===== src/rtl/jpeg_mcu_sched.sv =====
`default_nettype none
// ============================================================================
// jpeg_mcu_sched : shares one DCT pipeline between Y/Cb/Cr in MCU block order.
// Optional stats port enabled by JPEG_MCU_SCHED_STATS_EN.   Revision: 1.0
// ============================================================================
module jpeg_mcu_sched #(
    parameter int  DATA_WIDTH    = 8,
    parameter int  MAX_Y_PER_MCU = 4,
    localparam int TDATA_W       = ((DATA_WIDTH + 7) / 8) * 8,
    localparam int TSTRB_W       = TDATA_W / 8
) (
    input  logic               clk_i,
    input  logic               rst_n_i,
    input  logic               cfg_420_i,

    input  logic [TDATA_W-1:0] y_tdata,
    input  logic               y_tvalid,
    output logic               y_tready,
    input  logic               y_tuser,
    input  logic               y_tlast,

    input  logic [TDATA_W-1:0] cb_tdata,
    input  logic               cb_tvalid,
    output logic               cb_tready,
    input  logic               cb_tuser,
    input  logic               cb_tlast,

    input  logic [TDATA_W-1:0] cr_tdata,
    input  logic               cr_tvalid,
    output logic               cr_tready,
    input  logic               cr_tuser,
    input  logic               cr_tlast,

    output logic [TDATA_W-1:0] blk_tdata,
    output logic [TSTRB_W-1:0] blk_tstrb,
    output logic [TSTRB_W-1:0] blk_tkeep,
    output logic               blk_tvalid,
    input  logic               blk_tready,
    output logic               blk_tuser,
    output logic               blk_tlast,

    output logic [1:0]         comp_o,
`ifdef JPEG_MCU_SCHED_STATS_EN
    output logic [15:0]        blk_cnt_o,
`endif
    output logic               err_o
);

    localparam logic [1:0] Y_LAST = 2'(MAX_Y_PER_MCU - 1);

    typedef enum logic [1:0] {
        IDLE   = 2'd0,
        Y_BLK  = 2'd1,
        CB_BLK = 2'd2,
        CR_BLK = 2'd3
    } state_t;

    state_t               state;
    state_t               state_nxt;

    logic [5:0]           beat_cnt;
    logic [1:0]           y_cnt;
    logic                 mode_q;
    logic                 first_q;
    logic                 pend_last;
    logic                 err_q;

    logic                 out_vld;
    logic [TDATA_W-1:0]   out_data;
    logic [1:0]           out_comp;
    logic                 out_user;
    logic                 out_last;

    logic                 slot_free;
    logic                 src_valid;
    logic [TDATA_W-1:0]   src_data;
    logic                 src_user;
    logic                 src_last;
    logic [1:0]           src_comp;
    logic                 acc;
    logic                 blk_end;
    logic                 frame_start;
    logic                 drop;
    logic                 frame_err;

    assign slot_free = !out_vld || blk_tready;

    always_ff @(posedge clk_i) begin
        if (!rst_n_i) begin
            state <= IDLE;
        end else begin
            state <= state_nxt;
        end
    end

    always_comb begin
        state_nxt   = state;
        y_tready    = 1'b0;
        cb_tready   = 1'b0;
        cr_tready   = 1'b0;
        src_valid   = 1'b0;
        src_data    = y_tdata;
        src_user    = y_tuser;
        src_last    = y_tlast;
        src_comp    = 2'd0;
        frame_start = 1'b0;
        drop        = 1'b0;

        case (state)
            IDLE: begin
                // The frame-start beat is held back here and taken in Y_BLK.
                frame_start = y_tvalid && y_tuser;
                drop        = y_tvalid && !y_tuser;
                y_tready    = !frame_start;
                if (frame_start) begin
                    state_nxt = Y_BLK;
                end
            end
            Y_BLK: begin
                y_tready  = slot_free;
                src_valid = y_tvalid;
            end
            CB_BLK: begin
                cb_tready = slot_free;
                src_valid = cb_tvalid;
                src_data  = cb_tdata;
                src_user  = cb_tuser;
                src_last  = cb_tlast;
                src_comp  = 2'd1;
            end
            CR_BLK: begin
                cr_tready = slot_free;
                src_valid = cr_tvalid;
                src_data  = cr_tdata;
                src_user  = cr_tuser;
                src_last  = cr_tlast;
                src_comp  = 2'd2;
            end
            default: state_nxt = IDLE;
        endcase

        acc     = src_valid && slot_free;
        blk_end = acc && (beat_cnt == 6'd63);

        if (blk_end) begin
            case (state)
                Y_BLK:   if (!mode_q || (y_cnt == Y_LAST)) state_nxt = CB_BLK;
                CB_BLK:  state_nxt = CR_BLK;
                CR_BLK:  state_nxt = src_last ? IDLE : Y_BLK;
                default: state_nxt = IDLE;
            endcase
        end

        if (!rst_n_i) begin
            y_tready  = 1'b0;
            cb_tready = 1'b0;
            cr_tready = 1'b0;
        end
    end

    assign frame_err = acc && ((src_last && (beat_cnt != 6'd63)) ||
                               (src_user && !first_q) ||
                               (blk_end && (state == CR_BLK) && pend_last && !src_last));

    always_ff @(posedge clk_i) begin
        if (!rst_n_i) begin
            beat_cnt  <= 6'd0;
            y_cnt     <= 2'd0;
            mode_q    <= 1'b0;
            first_q   <= 1'b0;
            pend_last <= 1'b0;
            err_q     <= 1'b0;
            out_vld   <= 1'b0;
            out_data  <= '0;
            out_comp  <= 2'd0;
            out_user  <= 1'b0;
            out_last  <= 1'b0;
        end else begin
            if (frame_start) begin
                mode_q    <= cfg_420_i;
                first_q   <= 1'b1;
                pend_last <= 1'b0;
            end

            if (acc) begin
                beat_cnt <= beat_cnt + 6'd1;
                first_q  <= 1'b0;
                out_vld  <= 1'b1;
                out_data <= src_data;
                out_comp <= src_comp;
                out_user <= first_q;
                out_last <= blk_end && (state == CR_BLK) && src_last;
            end else if (blk_tready) begin
                out_vld  <= 1'b0;
            end

            if (blk_end && (state == Y_BLK)) begin
                y_cnt <= (state_nxt == Y_BLK) ? y_cnt + 2'd1 : 2'd0;
            end

            // Y/Cb end-of-frame must be matched by Cr end-of-frame in the same MCU.
            if (blk_end && (state == CR_BLK)) begin
                pend_last <= 1'b0;
            end else if (blk_end && src_last) begin
                pend_last <= 1'b1;
            end

            if (drop || frame_err) begin
                err_q <= 1'b1;
            end
        end
    end

`ifdef JPEG_MCU_SCHED_STATS_EN
    logic [15:0] stat_cnt;
    logic [15:0] stat_inc;

    assign stat_inc = (stat_cnt == 16'hFFFF) ? stat_cnt : stat_cnt + 16'd1;

    always_ff @(posedge clk_i) begin
        if (!rst_n_i) begin
            stat_cnt  <= 16'd0;
            blk_cnt_o <= 16'd0;
        end else if (frame_start) begin
            stat_cnt <= 16'd0;
        end else if (blk_end) begin
            stat_cnt <= stat_inc;
            if ((state == CR_BLK) && src_last) begin
                blk_cnt_o <= stat_inc;
            end
        end
    end
`endif

    assign blk_tdata  = out_data;
    assign blk_tstrb  = '1;
    assign blk_tkeep  = '1;
    assign blk_tvalid = out_vld;
    assign blk_tuser  = out_user;
    assign blk_tlast  = out_last;
    assign comp_o     = out_comp;
    assign err_o      = err_q;

endmodule
`default_nettype wire


===== config.mk =====
export PLATFORM = sky130hd
export DESIGN_NAME = jpeg_mcu_sched
export DESIGN_NICKNAME = d
export VERILOG_FILES = /design/src/rtl/jpeg_mcu_sched.sv
export SDC_FILE = /design/constraint.sdc
export NUM_CORES = 1
export LEC_CHECK = 0
export BUFFER_PORTS_ARGS = -buffer_cell sky130_fd_sc_hd__buf_2
export CAP_MARGIN = 25
export CELL_PAD_IN_SITES_DETAIL_PLACEMENT = 1
export CELL_PAD_IN_SITES_GLOBAL_PLACEMENT = 1
export CORE_UTILIZATION = 38
export CTS_CLUSTER_DIAMETER = 150
export CTS_CLUSTER_SIZE = 8
export DETAILED_ROUTE_END_ITERATION = 10
export PLACE_DENSITY_LB_ADDON = 0.08
export RECOVER_POWER = 50
export SLEW_MARGIN = 20
export SYNTH_ARGS = -nofsm -noshare
export SYNTH_HDL_FRONTEND = slang
export SYNTH_SLANG_ARGS = --single-unit

===== constraint.sdc =====
create_clock -name clk_i -period 2.88 [get_ports clk_i]
set_clock_uncertainty 0.1 [all_clocks]
set_input_delay 0.144 -clock clk_i [delete_from_list [all_inputs] [get_ports clk_i]]
set_output_delay 0.144 -clock clk_i [all_outputs]
set_load 0.02 [all_outputs]

==> impl_metrics.json <==
{
  "antenna_found_initial": 0,
  "grt_pass1_wl_um": 7200,
  "crit_slowest_cell": "or4_1",
  "fmax_mhz": 482,
  "comb_power_share_pct": 15.4,
  "crit_chain": "nor2b_1, a22oi_2, or4_1, a21oi_1",
  "switchingPower_w": 0.000191,
  "htreeDepth": 1,
  "route.detailed.drc": 0,
  "overflow": 0,
  "setup_viol": 0,
  "placed_area_um2": 1780,
  "fin_crit_ns": 2.08,
  "synth_area_leader_cell": "dfxtp_1",
  "worst_pin_slew_ns": 0.939,
  "grt_pass1_vias": 1571,
  "slew_headroom_pct": 37.4,
  "p_int_w": 0.000526,
  "grt_max_degree": 32,
  "grt_usage_pct": 21.5,
  "synth_edf_count": 0,
  "rows": 22,
  "p_clk_share_pct": 30.4,
  "cpPeakStageDelay_ns": 0.59,
  "die_w_um": 65.5,
  "drive_gt1_share_pct": 20.3,
  "netlist.area_leader.share_pct": 35.3,
  "mostFrequentLayoutCells": "buf_2, dfxtp_1, a21oi_1, o21ai_0, clkbuf_1",
  "cts_tree": "built",
  "critical_path_buf_inv_count": 0,
  "clkTransAtPathRegs_ns": 0.09,
  "hold_path.startpoint": "cfg_420_i",
  "netlist_instances": 186,
  "cap_violations": 0,
  "r2r_end": "blk_tlast",
  "drt_pass1_iterations": 4,
  "clock-sinks": 27,
  "ctsLongestPathBuffers": 2,
  "post_cts_buffers": 0,
  "cp.required_ns": 2.98,
  "place.gp.congestion": 0.760,
  "fin_total_pwr_w": 0.000717,
  "cts-resized-gates": 0,
  "seq_power_share_pct": 54.2,
  "place_ws_ns": 0.908,
  "fin_area_um2": 1800,
  "synth_area_um2": 1530,
  "die_area_um2": 4290,
  "critPathLaunchType": "register",
  "fin_nets": 267,
  "yosysUniqueCellTypes": 37,
  "port_buffers": 53,
  "vdd_drop_max_mv": 0.233,
  "netSwitchingFraction_pct": 26.6,
  "synth-main-ff-cell": "dfxtp_1",
  "leakagePower_nw": 0.653,
  "fin_crit_sh_pct": 72.1,
  "vias_per_cell": 5.67,
  "rrSetupSlack_ns": 0.80,
  "setup_tns_ns": 0,
  "ys_seq_area_share_pct": 35.3,
  "cp_max_fo": 24,
  "outcome": "completed",
  "syn_area_per_cell_um2": 8.23,
  "multi_input_area_um2": 875,
  "mostFrequentLayoutCell": "buf_2",
  "min_path_cells": 3,
  "yosys_warnings": 0,
  "regArea_um2": 541,
  "io_pins": 56,
  "syn2layout_area_growth_pct": 17.2,
  "r2r-start": "state[1]",
  "cp_data_arrival_time_ns": 2.17,
  "cts-root-buf": "clkbuf_8",
  "die_h_um": 65.5,
  "drt-total-wl_um": 4250,
  "detail_route.wl_per_cell_um": 15.5,
  "yosys-top-cells-area": "dfxtp_1, mux2i_1, a21oi_1, o21ai_0, o2111ai_1",
  "design.core.area_um2": 3770,
  "maxSlewViolCount": 0,
  "dr_total_vias": 1558,
  "finalHoldViolations": 0,
  "drt_iter0_markers": 40,
  "min_to": "mode_q",
  "power.density_nw_per_um2": 399,
  "nFillCells": 502,
  "reg2reg_depth": 4,
  "cp-end-kind": "register",
  "hp-class": "in2reg",
  "setup_slack_ns": 0.804,
  "cts_hold_buf": 0,
  "async_flop_share_pct": 0,
  "drtAntennaViolNets": 0,
  "synth-seq-cells": 27,
  "path_class": "reg2reg",
  "num_antenna_cells": 0,
  "start_util_pct": 40.6,
  "numCtsBuffers": 3,
  "clock_latency_ns": 0.27,
  "grt_setup_unrepaired": "no",
  "cp_top_family": "simple AND/OR/NAND/NOR gates",
  "dp_hpwl_um": 3120
}
==> per-layer routing <==
layer | global-route usage, % | share of wire, % | vias up
met4 | 4.35 | 0.54 | 0
li1 | - | - | 763
met5 | 0 | 0 | -
met2 | 37.9 | 50 | 35
met1 | 27.0 | 46 | 758
met3 | 3.82 | 3.0 | 2
==> cell type report <==
cell class | count | area share (%)
multi-input cells | 138 | 48.7
inverters | 2 | 0.418
clock buffers | 4 | 2.51
well taps | 48 | 3.34
flip-flops and latches | 27 | 30.1
repair buffers | 56 | 14.9
==> stage by stage <==
| stage | instances | utilization [%] | hold WS [ns] |
|---|---|---|---|
| after floorplan | 187 | - | 0.191 |
| after global placement | 271 | 47.3 | 0.291 |
| after detailed placement | 271 | 47.3 | 0.296 |
| after CTS | 275 | 48.5 | 0.0118 |
| after global routing | 275 | 47.6 | 0.0575 |
| final | 275 | 47.6 | 0.0101 |
==> synth_stat cells (3+ instances only) <==
cell	count
nor2_1	6
clkbuf_1	11
nand4_1	3
nand3_1	9
buf_4	3
nand2b_1	6
dfxtp_1	27
nor3_1	3
a21oi_1	24
or4_1	3
nand2_1	16
o31ai_1	4
buf_2	4
o21ai_0	17
o2111ai_1	8
mux2i_1	14
==> worst max path at each step <==
stage	start	endpoint	slack [ns]	cells after the start
after global placement	state[1]	state[0]	1.03	4
final	state[1]	blk_tlast	0.80	4
after CTS	state[1]	blk_tlast	0.87	4
after floorplan	blk_tvalid	cb_tready	1.04	5
after detailed placement	state[1]	blk_tlast	0.91	4
after global routing	state[0]	blk_tdata[3]	0.64	4
==> sequential cells by signal, summed over array words and instances, names as in the netlist, 2 cells and up <==
register   flops
comp_o         2
blk_tdata      8
beat_cnt       6
y_cnt          2
state          2
==> cell families after synthesis <==
group / Yosys count / share of synthesized area [%]
compound gates: 60 / 24.6
fa+ha+maj: 2 / 1.63
buf+inv: 22 / 7.03
flops: 27 / 35.3
mux: 15 / 10.1
other cells: 1 / 0.245
simple gates: 59 / 21.1
==> worst reg2reg max path: cells and delay by family (launching register included) <==
family             cells  cell delay, ns
DFF                    1            0.32
and+or+nand+nor        2            1.03
AOI/OAI and AO/OA      2            0.55
==> power groups by stage <==
| stage | combinational, W | clock (W) | sequential [W] |
|---|---|---|---|
| floorplan | 0.0000684 | 0 | 0.000403 |
| global placement | 0.000112 | 0 | 0.000397 |
| detailed placement | 0.000116 | 0 | 0.000397 |
| CTS | 0.000116 | 0.000224 | 0.000388 |
| global route | 0.000122 | 0.000239 | 0.000390 |
| finish | 0.000110 | 0.000218 | 0.000388 |
Power figures use the tool's default switching activity.
